==> src/rtl/ras_ckpt.sv <==
// Return-address stack: speculative copy restored from a committed copy; define RAS_RECUR_EN for per-entry recursion counters.
// Latency: PredPop result appears on TopValid/TopAddr one cycle later; Recover restores the speculative stack in one cycle.
// Backpressure: none; Stall freezes speculative state and outputs, Recover overrides Stall.
module ras_ckpt #(
  parameter int DEPTH = 16,
  parameter int PTRW  = 4,
  parameter int ADDRW = 32,
  parameter int CNTW  = 3
) (
  input  logic             Clk,
  input  logic             Rest,
  input  logic             Stall,
  input  logic             PredPush,
  input  logic             PredPop,
  input  logic [ADDRW-1:0] PredAddr,
  input  logic             CmtPush,
  input  logic             CmtPop,
  input  logic [ADDRW-1:0] CmtAddr,
  input  logic             Recover,
  output logic             TopValid,
  output logic [ADDRW-1:0] TopAddr,
  output logic [PTRW:0]    SpecCount
);

  localparam logic [PTRW:0] FULL = (PTRW+1)'(DEPTH);
`ifdef RAS_RECUR_EN
  localparam logic [CNTW-1:0] CNT_MAX = '1;
`endif

  // Whole stack as one packed word so a checkpoint copy is a single assignment.
  typedef struct packed {
    logic [PTRW-1:0]        ptr;
    logic [PTRW:0]          occ;
    logic [DEPTH*ADDRW-1:0] addr;
`ifdef RAS_RECUR_EN
    logic [DEPTH*CNTW-1:0]  cnt;
`endif
  } stk_t;

  // ptr names the next free slot; the top entry lives at ptr-1 (mod DEPTH).
  function automatic stk_t stackStep(input stk_t s, input logic push, input logic pop,
                                     input logic [ADDRW-1:0] a);
    stk_t            n;
    logic [PTRW-1:0] top;
    logic            alloc;
    n     = s;
    top   = s.ptr - 1'b1;
    alloc = push;
    if (pop && s.occ != '0) begin
`ifdef RAS_RECUR_EN
      if (s.cnt[top*CNTW +: CNTW] != '0) begin
        n.cnt[top*CNTW +: CNTW] = s.cnt[top*CNTW +: CNTW] - 1'b1;
      end else begin
        n.ptr = top;
        n.occ = s.occ - 1'b1;
      end
`else
      n.ptr = top;
      n.occ = s.occ - 1'b1;
`endif
    end
    // Push acts on the post-pop stack, so a same-cycle pop+push replaces the top.
    top = n.ptr - 1'b1;
`ifdef RAS_RECUR_EN
    if (push && n.occ != '0 && n.addr[top*ADDRW +: ADDRW] == a &&
        n.cnt[top*CNTW +: CNTW] != CNT_MAX) begin
      n.cnt[top*CNTW +: CNTW] = n.cnt[top*CNTW +: CNTW] + 1'b1;
      alloc = 1'b0;
    end
`endif
    if (alloc) begin
      n.addr[n.ptr*ADDRW +: ADDRW] = a;
`ifdef RAS_RECUR_EN
      n.cnt[n.ptr*CNTW +: CNTW] = '0;
`endif
      n.ptr = n.ptr + 1'b1;
      if (n.occ != FULL) n.occ = n.occ + 1'b1;
    end
    return n;
  endfunction

  stk_t            spec, cmt, specNxt, cmtNxt;
  logic [PTRW-1:0] topIdx;
  logic [ADDRW-1:0] specTop;
  logic            popHit;

  always_comb begin
    specNxt = stackStep(spec, PredPush, PredPop, PredAddr);
    cmtNxt  = stackStep(cmt, CmtPush, CmtPop, CmtAddr);
    topIdx  = spec.ptr - 1'b1;
    specTop = spec.addr[topIdx*ADDRW +: ADDRW];
    popHit  = PredPop && (spec.occ != '0);
  end

  always_ff @(posedge Clk or negedge Rest) begin
    if (!Rest) begin
      spec     <= '0;
      cmt      <= '0;
      TopValid <= 1'b0;
      TopAddr  <= '0;
    end else begin
      cmt <= cmtNxt;
      // Recover takes the committed stack including this cycle's retire update.
      if (Recover) begin
        spec     <= cmtNxt;
        TopValid <= 1'b0;
      end else if (!Stall) begin
        spec     <= specNxt;
        TopValid <= popHit;
        if (popHit) TopAddr <= specTop;
      end
    end
  end

  assign SpecCount = spec.occ;

endmodule
==> config.mk <==
export PLATFORM = sky130hd
export DESIGN_NAME = ras_ckpt
export DESIGN_NICKNAME = d
export VERILOG_FILES = /design/src/rtl/ras_ckpt.sv
export SDC_FILE = /design/constraint.sdc
export NUM_CORES = 2
export LEC_CHECK = 0
export CAP_MARGIN = 25
export CORE_MARGIN = 2
export CORE_UTILIZATION = 28
export DETAILED_ROUTE_END_ITERATION = 12
export GPL_ROUTABILITY_DRIVEN = 0
export SLEW_MARGIN = 20
export SYNTH_ARGS = -nofsm -noshare
export SYNTH_HDL_FRONTEND = slang
export SYNTH_SLANG_ARGS = --single-unit
export TNS_END_PERCENT = 20
==> constraint.sdc <==
create_clock -name Clk -period 6.5 [get_ports Clk]
set_clock_uncertainty 0.15 [all_clocks]
set_input_delay 1.3 -clock Clk [delete_from_list [all_inputs] [get_ports Clk]]
set_output_delay 1.3 -clock Clk [all_outputs]
set_load 0.03 [all_outputs]
* Word-level counts from Yosys, hierarchy flattened
Index checks and enable logic that the tools add are counted.
** Word-level totals
- Bits in registers :: 1075
- Bits of input ports :: 72
- Output and inout bits :: 38
** Cells by class
- Add/sub/neg operators :: 10
- Eq/ne operators :: 3
- Shift-type cells :: 5
- Mux-type cells :: 12
- Bitwise operators :: 2
- Reductions and logical operators :: 7
** Operators by type and width (number)
- $mux W521 :: 4
- $bwmux W512 :: 2
- $shift A32 B34 Y512 const A :: 2
- $shiftx A32 B34 Y512 :: 2
- $shiftx A512 B10 Y32 :: 1
- $neg A9 Y34 :: 2
- $mux W9 :: 2
- $add A5 B1 Y5 const B :: 2
- $mux W5 :: 2
- $ne A5 B5 Y1 const B :: 2
- $reduce_bool A5 Y1 :: 2
- $sub A5 B1 Y5 const B :: 2
- $add A4 B1 Y4 const B :: 2
- $sub A4 B1 Y4 const B :: 2
- $reduce_and A3 Y1 :: 1
- $logic_and A1 B1 Y1 :: 2
- $mux W1 :: 2
- $ne A2 B1 Y1 const B :: 1
- $not A1 Y1 :: 2
- $reduce_and A2 Y1 :: 1
- $reduce_bool A2 Y1 :: 1

* Longest topological paths before layout
- Word-level depth :: 9
- Mapped depth :: 21
- Gate-level depth less buffers :: 15

* Worst setup path before layout
OpenSTA, ideal clock, no wires.
- Path kind :: input to register
- Start :: input CmtPop
- End :: register spec[131] (netlist bit)
- Arrival :: 4.937 ns
- Data required time :: 6.224 ns
- Setup slack :: 1.287 ns
- Stages on the path :: 17
- Path through :: clkbuf_1 > inv_1 > o21ai_0 > and2_1 > clkbuf_1 > buf_1 > ha_1 > buf_2 > xor2_1 > and3_1 > o21ai_1 > or4b_1 > buf_2 > buf_2 > nand3_1 > o31ai_1 > a221o_1
** On the way
- Cells in the longest elaborated chain, start to end :: 7
- Elaborated cells between the ends (all ways) :: 8
- Classes of those cells :: add/sub: 1; shift: 2; mux: 4; reduce/logical: 1
** Ends and longest elaborated chain
- from (decl) :: line 17 : input logic CmtPop,
- $logic_and A1 B1 Y1 * :: line 49 : if (pop && s.occ != '0) begin
- $mux W9 * :: line 49
- $neg A9 Y34 * :: line 72 : n.addr[n.ptr*ADDRW +: ADDRW] = a;
- $shiftx A32 B34 Y512 / $shift A32 B34 Y512 (equally long branches) :: line 72
- $bwmux W512 * :: line 72
- $mux W521 * :: line 71 : if (alloc) begin
- $mux W521 * :: line 104 : if (Recover) begin
- to (signal assigned) :: line 105 : spec <= cmtNxt;
- to (signal assigned) :: line 108 : spec <= specNxt;
- to (decl) :: line 82 : stk_t spec, cmt, specNxt, cmtNxt;
Mark *: on every way between the ends. The rest lies on a longest branch, timed or not.
A chain may end at the register's enable or synchronous reset.

* Worst setup path after layout
- Start :: register cmt[512] (netlist bit)
- End :: register spec[331] (netlist bit)
** On the way
- Cells in the longest elaborated chain, start to end :: 8
- Elaborated cells between the ends (all ways) :: 9
- Classes of those cells :: add/sub: 1; shift: 2; mux: 4; reduce/logical: 2
** Ends and longest elaborated chain
- from (decl) :: line 82
- from (signal assigned) :: line 102 : cmt <= cmtNxt;
- $reduce_bool A5 Y1 * :: line 49
- $logic_and A1 B1 Y1 * :: line 49
- $mux W9 * :: line 49
- $neg A9 Y34 * :: line 72
- $shiftx A32 B34 Y512 / $shift A32 B34 Y512 (equally long branches) :: line 72
- $bwmux W512 * :: line 72
- $mux W521 * :: line 71
- $mux W521 * :: line 104
Marked as above.

==> run metrics <==
clk sinks=about 1100; Die X-Extent=approximately 430 um; Hold WC Path Type=register to register; DRT iter0 DRCs=5662; Peak supply drop=approximately 550 uV; DRT Pass-1 Iters=9; number of buffers added on ports=~110; vias in the first global route=40900; Post-CTS Setup Bufs=0; first-pass GRT wire length=between 200 and 300 mm; number of synthesized flops with an enable pin=0; Placeable Area=approximately 180000 um^2; run status=finished clean; layout cell share with drive strength beyond 1=between 10% and 20%; total grt overflow=0; Max Cap Viol=0; initial antenna violation count=14; Synth Flop Type=dfrtp_1; detailed-route wire length=202 mm; CP Data Arrival Time=6140 ps; post-cts hold buffer count=0; CTS tree=built; area post-placement=55300 um^2; post-synthesis net count=just under 5000; Hold WS=about 320 ps; mean post-synth cell area=10.6 um^2; Fmax=around 180 MHz; worst-margin pin slew=1100 ps; via density per instance=about 5.8; H-tree levels=3; Pwr Density=503 nW/um^2; Starting Density=28.2%; synth warn=0; commonest non-fill, non-tap cells in the layout=dfrtp_1, nand2_1, o21ai_0; sequential area share after synthesis=a little over half; Reg clk slew, reported paths=60 ps; Max-slew headroom=between 20% and 30%; RSZ-0062 raised after global routing=false; Critical Path Start Type=register; nets=4802; Leak=26.2 nW; hpwl dp=121 mm; utilization after layout=32.6%; Yosys reg bits=1075; vias post-DR=about 42000; root buffer cell=clkbuf_16; cell row count=around 160; Synth async-reset ratio=100%; Final Cycle Share=about 86%; Yosys cell types=78; Die Span Y=approximately 430 um; largest net degree at the start of global routing=158; final hold vios=0; post-CTS sizing=0; Required @ worst endpoint=between 7000 and 8000 ps; Critical Path Fanout Max=31; design area=59100 um^2; Max Root-Sink Buffers=3; Max Slew Vio Count=0; number of CTS-inserted buffers=~110; Ports=110; placed insts=approximately 7000; WL/cell=28.2 um; gr usage total=about a fifth; final setup violation count=0; Synth Cell Area=between 50000 and 60000 um^2; DRC violations left=0; non-filler cells, final=7178; Final Critical Period=around 5600 ps; commonest non-fill, non-tap cell in the layout=dfrtp_1; Setup TNS=0 ps; crit end category=register; Area Growth Syn to Fin=15.4%; Mapped Cells=between 4000 and 5000; Routed Antenna Nets=0; Clock Latency Late Sink=approximately 780 ps; die area=186000 um^2; critical setup path kind=register to register
-- report_power, final --
group          switching, mW  internal (mW)
registers               1.44           8.95
logic                   8.29           4.31
clock network           2.87           3.90
total                   12.6           17.2
-- cells in the mapped netlist (38+ instances only) --
| cell type | count | area share (%) |
|---|---|---|
| mux4_2 | 160 | 7.0 |
| a21oi_1 | 113 | 1.1 |
| nor2_1 | 202 | 1.5 |
| o31ai_1 | 112 | 1.6 |
| inv_1 | 48 | 0.35 |
| buf_2 | 41 | 0.40 |
| a32oi_1 | 40 | 0.68 |
| nand4_1 | 40 | 0.49 |
| nand3_1 | 111 | 1.1 |
| o21ai_0 | 390 | 3.8 |
| a22o_1 | 54 | 0.92 |
| nand2_1 | 915 | 6.7 |
| and3_1 | 122 | 1.5 |
| a22oi_1 | 78 | 1.1 |
| dfrtp_1 | 1075 | 53 |
| a211o_1 | 47 | 0.80 |
| nor3_1 | 47 | 0.46 |
| a222oi_1 | 38 | 0.74 |
| a221o_1 | 231 | 4.5 |
| clkbuf_1 | 404 | 3.0 |
| mux2_2 | 165 | 3.6 |
-- metrics by stage --
step / setup slack, ps / power, mW
after detailed placement: 494 / 22.8
after global routing: 687 / 31.0
after global placement: 617 / 22.5
final: 888 / 29.8
after floorplan: 1290 / 17.5
after CTS: 1030 / 29.5
-- final cells by class --
class / instances / area [um^2]
inverter: 50 / 188
clock buffer: 171 / 3350
antenna: 9 / 22.5
multi-input combinational: 3214 / 22600
fill: 18100 / 122000
clock inverter: 31 / 485
tap: 2370 / 2970
timing repair buffer: 258 / 2560
sequential: 1075 / 26900
-- state kept, by name, indices dropped and copies added (netlist names) --
signal / cells
SpecCount: 5
TopAddr: 32
TopValid: 1
cmt: 521
spec: 516
-- path summary, 6_finish.rpt --
check                               from   endpoint  slack (ps)  cells past startpoint
worst max-delay path            cmt[512]  spec[331]         890                     15
worst min-delay path            cmt[511]   cmt[511]         320                      2
worst max register to register  cmt[512]  spec[331]         890                     15
worst min register to register  cmt[511]   cmt[511]         320                      2
max in group asynchronous           Rest   spec[44]        4370                      2
min in group asynchronous           Rest   cmt[258]         390                      1
-- worst max-delay path, stage by stage (launching register included) --
cell	delay (ps)
dfrtp_1	380
inv_1	110
ha_1	230
or4b_1	650
nand2_1	370
nor2_1	80
a21oi_1	380
ha_4	280
xor2_1	170
a21oi_2	410
o21ai_1	350
nor3b_4	340
buf_4	290
and2_2	920
a22o_1	280
a221o_1	100
-- kinds of logic after synthesis --
group / share of synthesized area [%]
multiplexers: 11.5
flip-flops: 52.5
adder cells (fa/ha/maj): 0.440
AND/OR/NAND/NOR: 13.3
buffers and inverters: 4.10
XOR/XNOR: 0.533
AO/OA/AOI/OAI: 17.5
-- routing by layer --
metal | vias to the layer above | global-route usage (%) | part of all wire (%)
li1 | 17500 | - | -
met1 | 21200 | 28.1 | 39
met2 | 2515 | 33.0 | 45
met3 | 557 | 4.59 | 10
met4 | 8 | 10.9 | 5.5
met5 | - | 0 | 0.027
(Power assumes the default switching activity.)
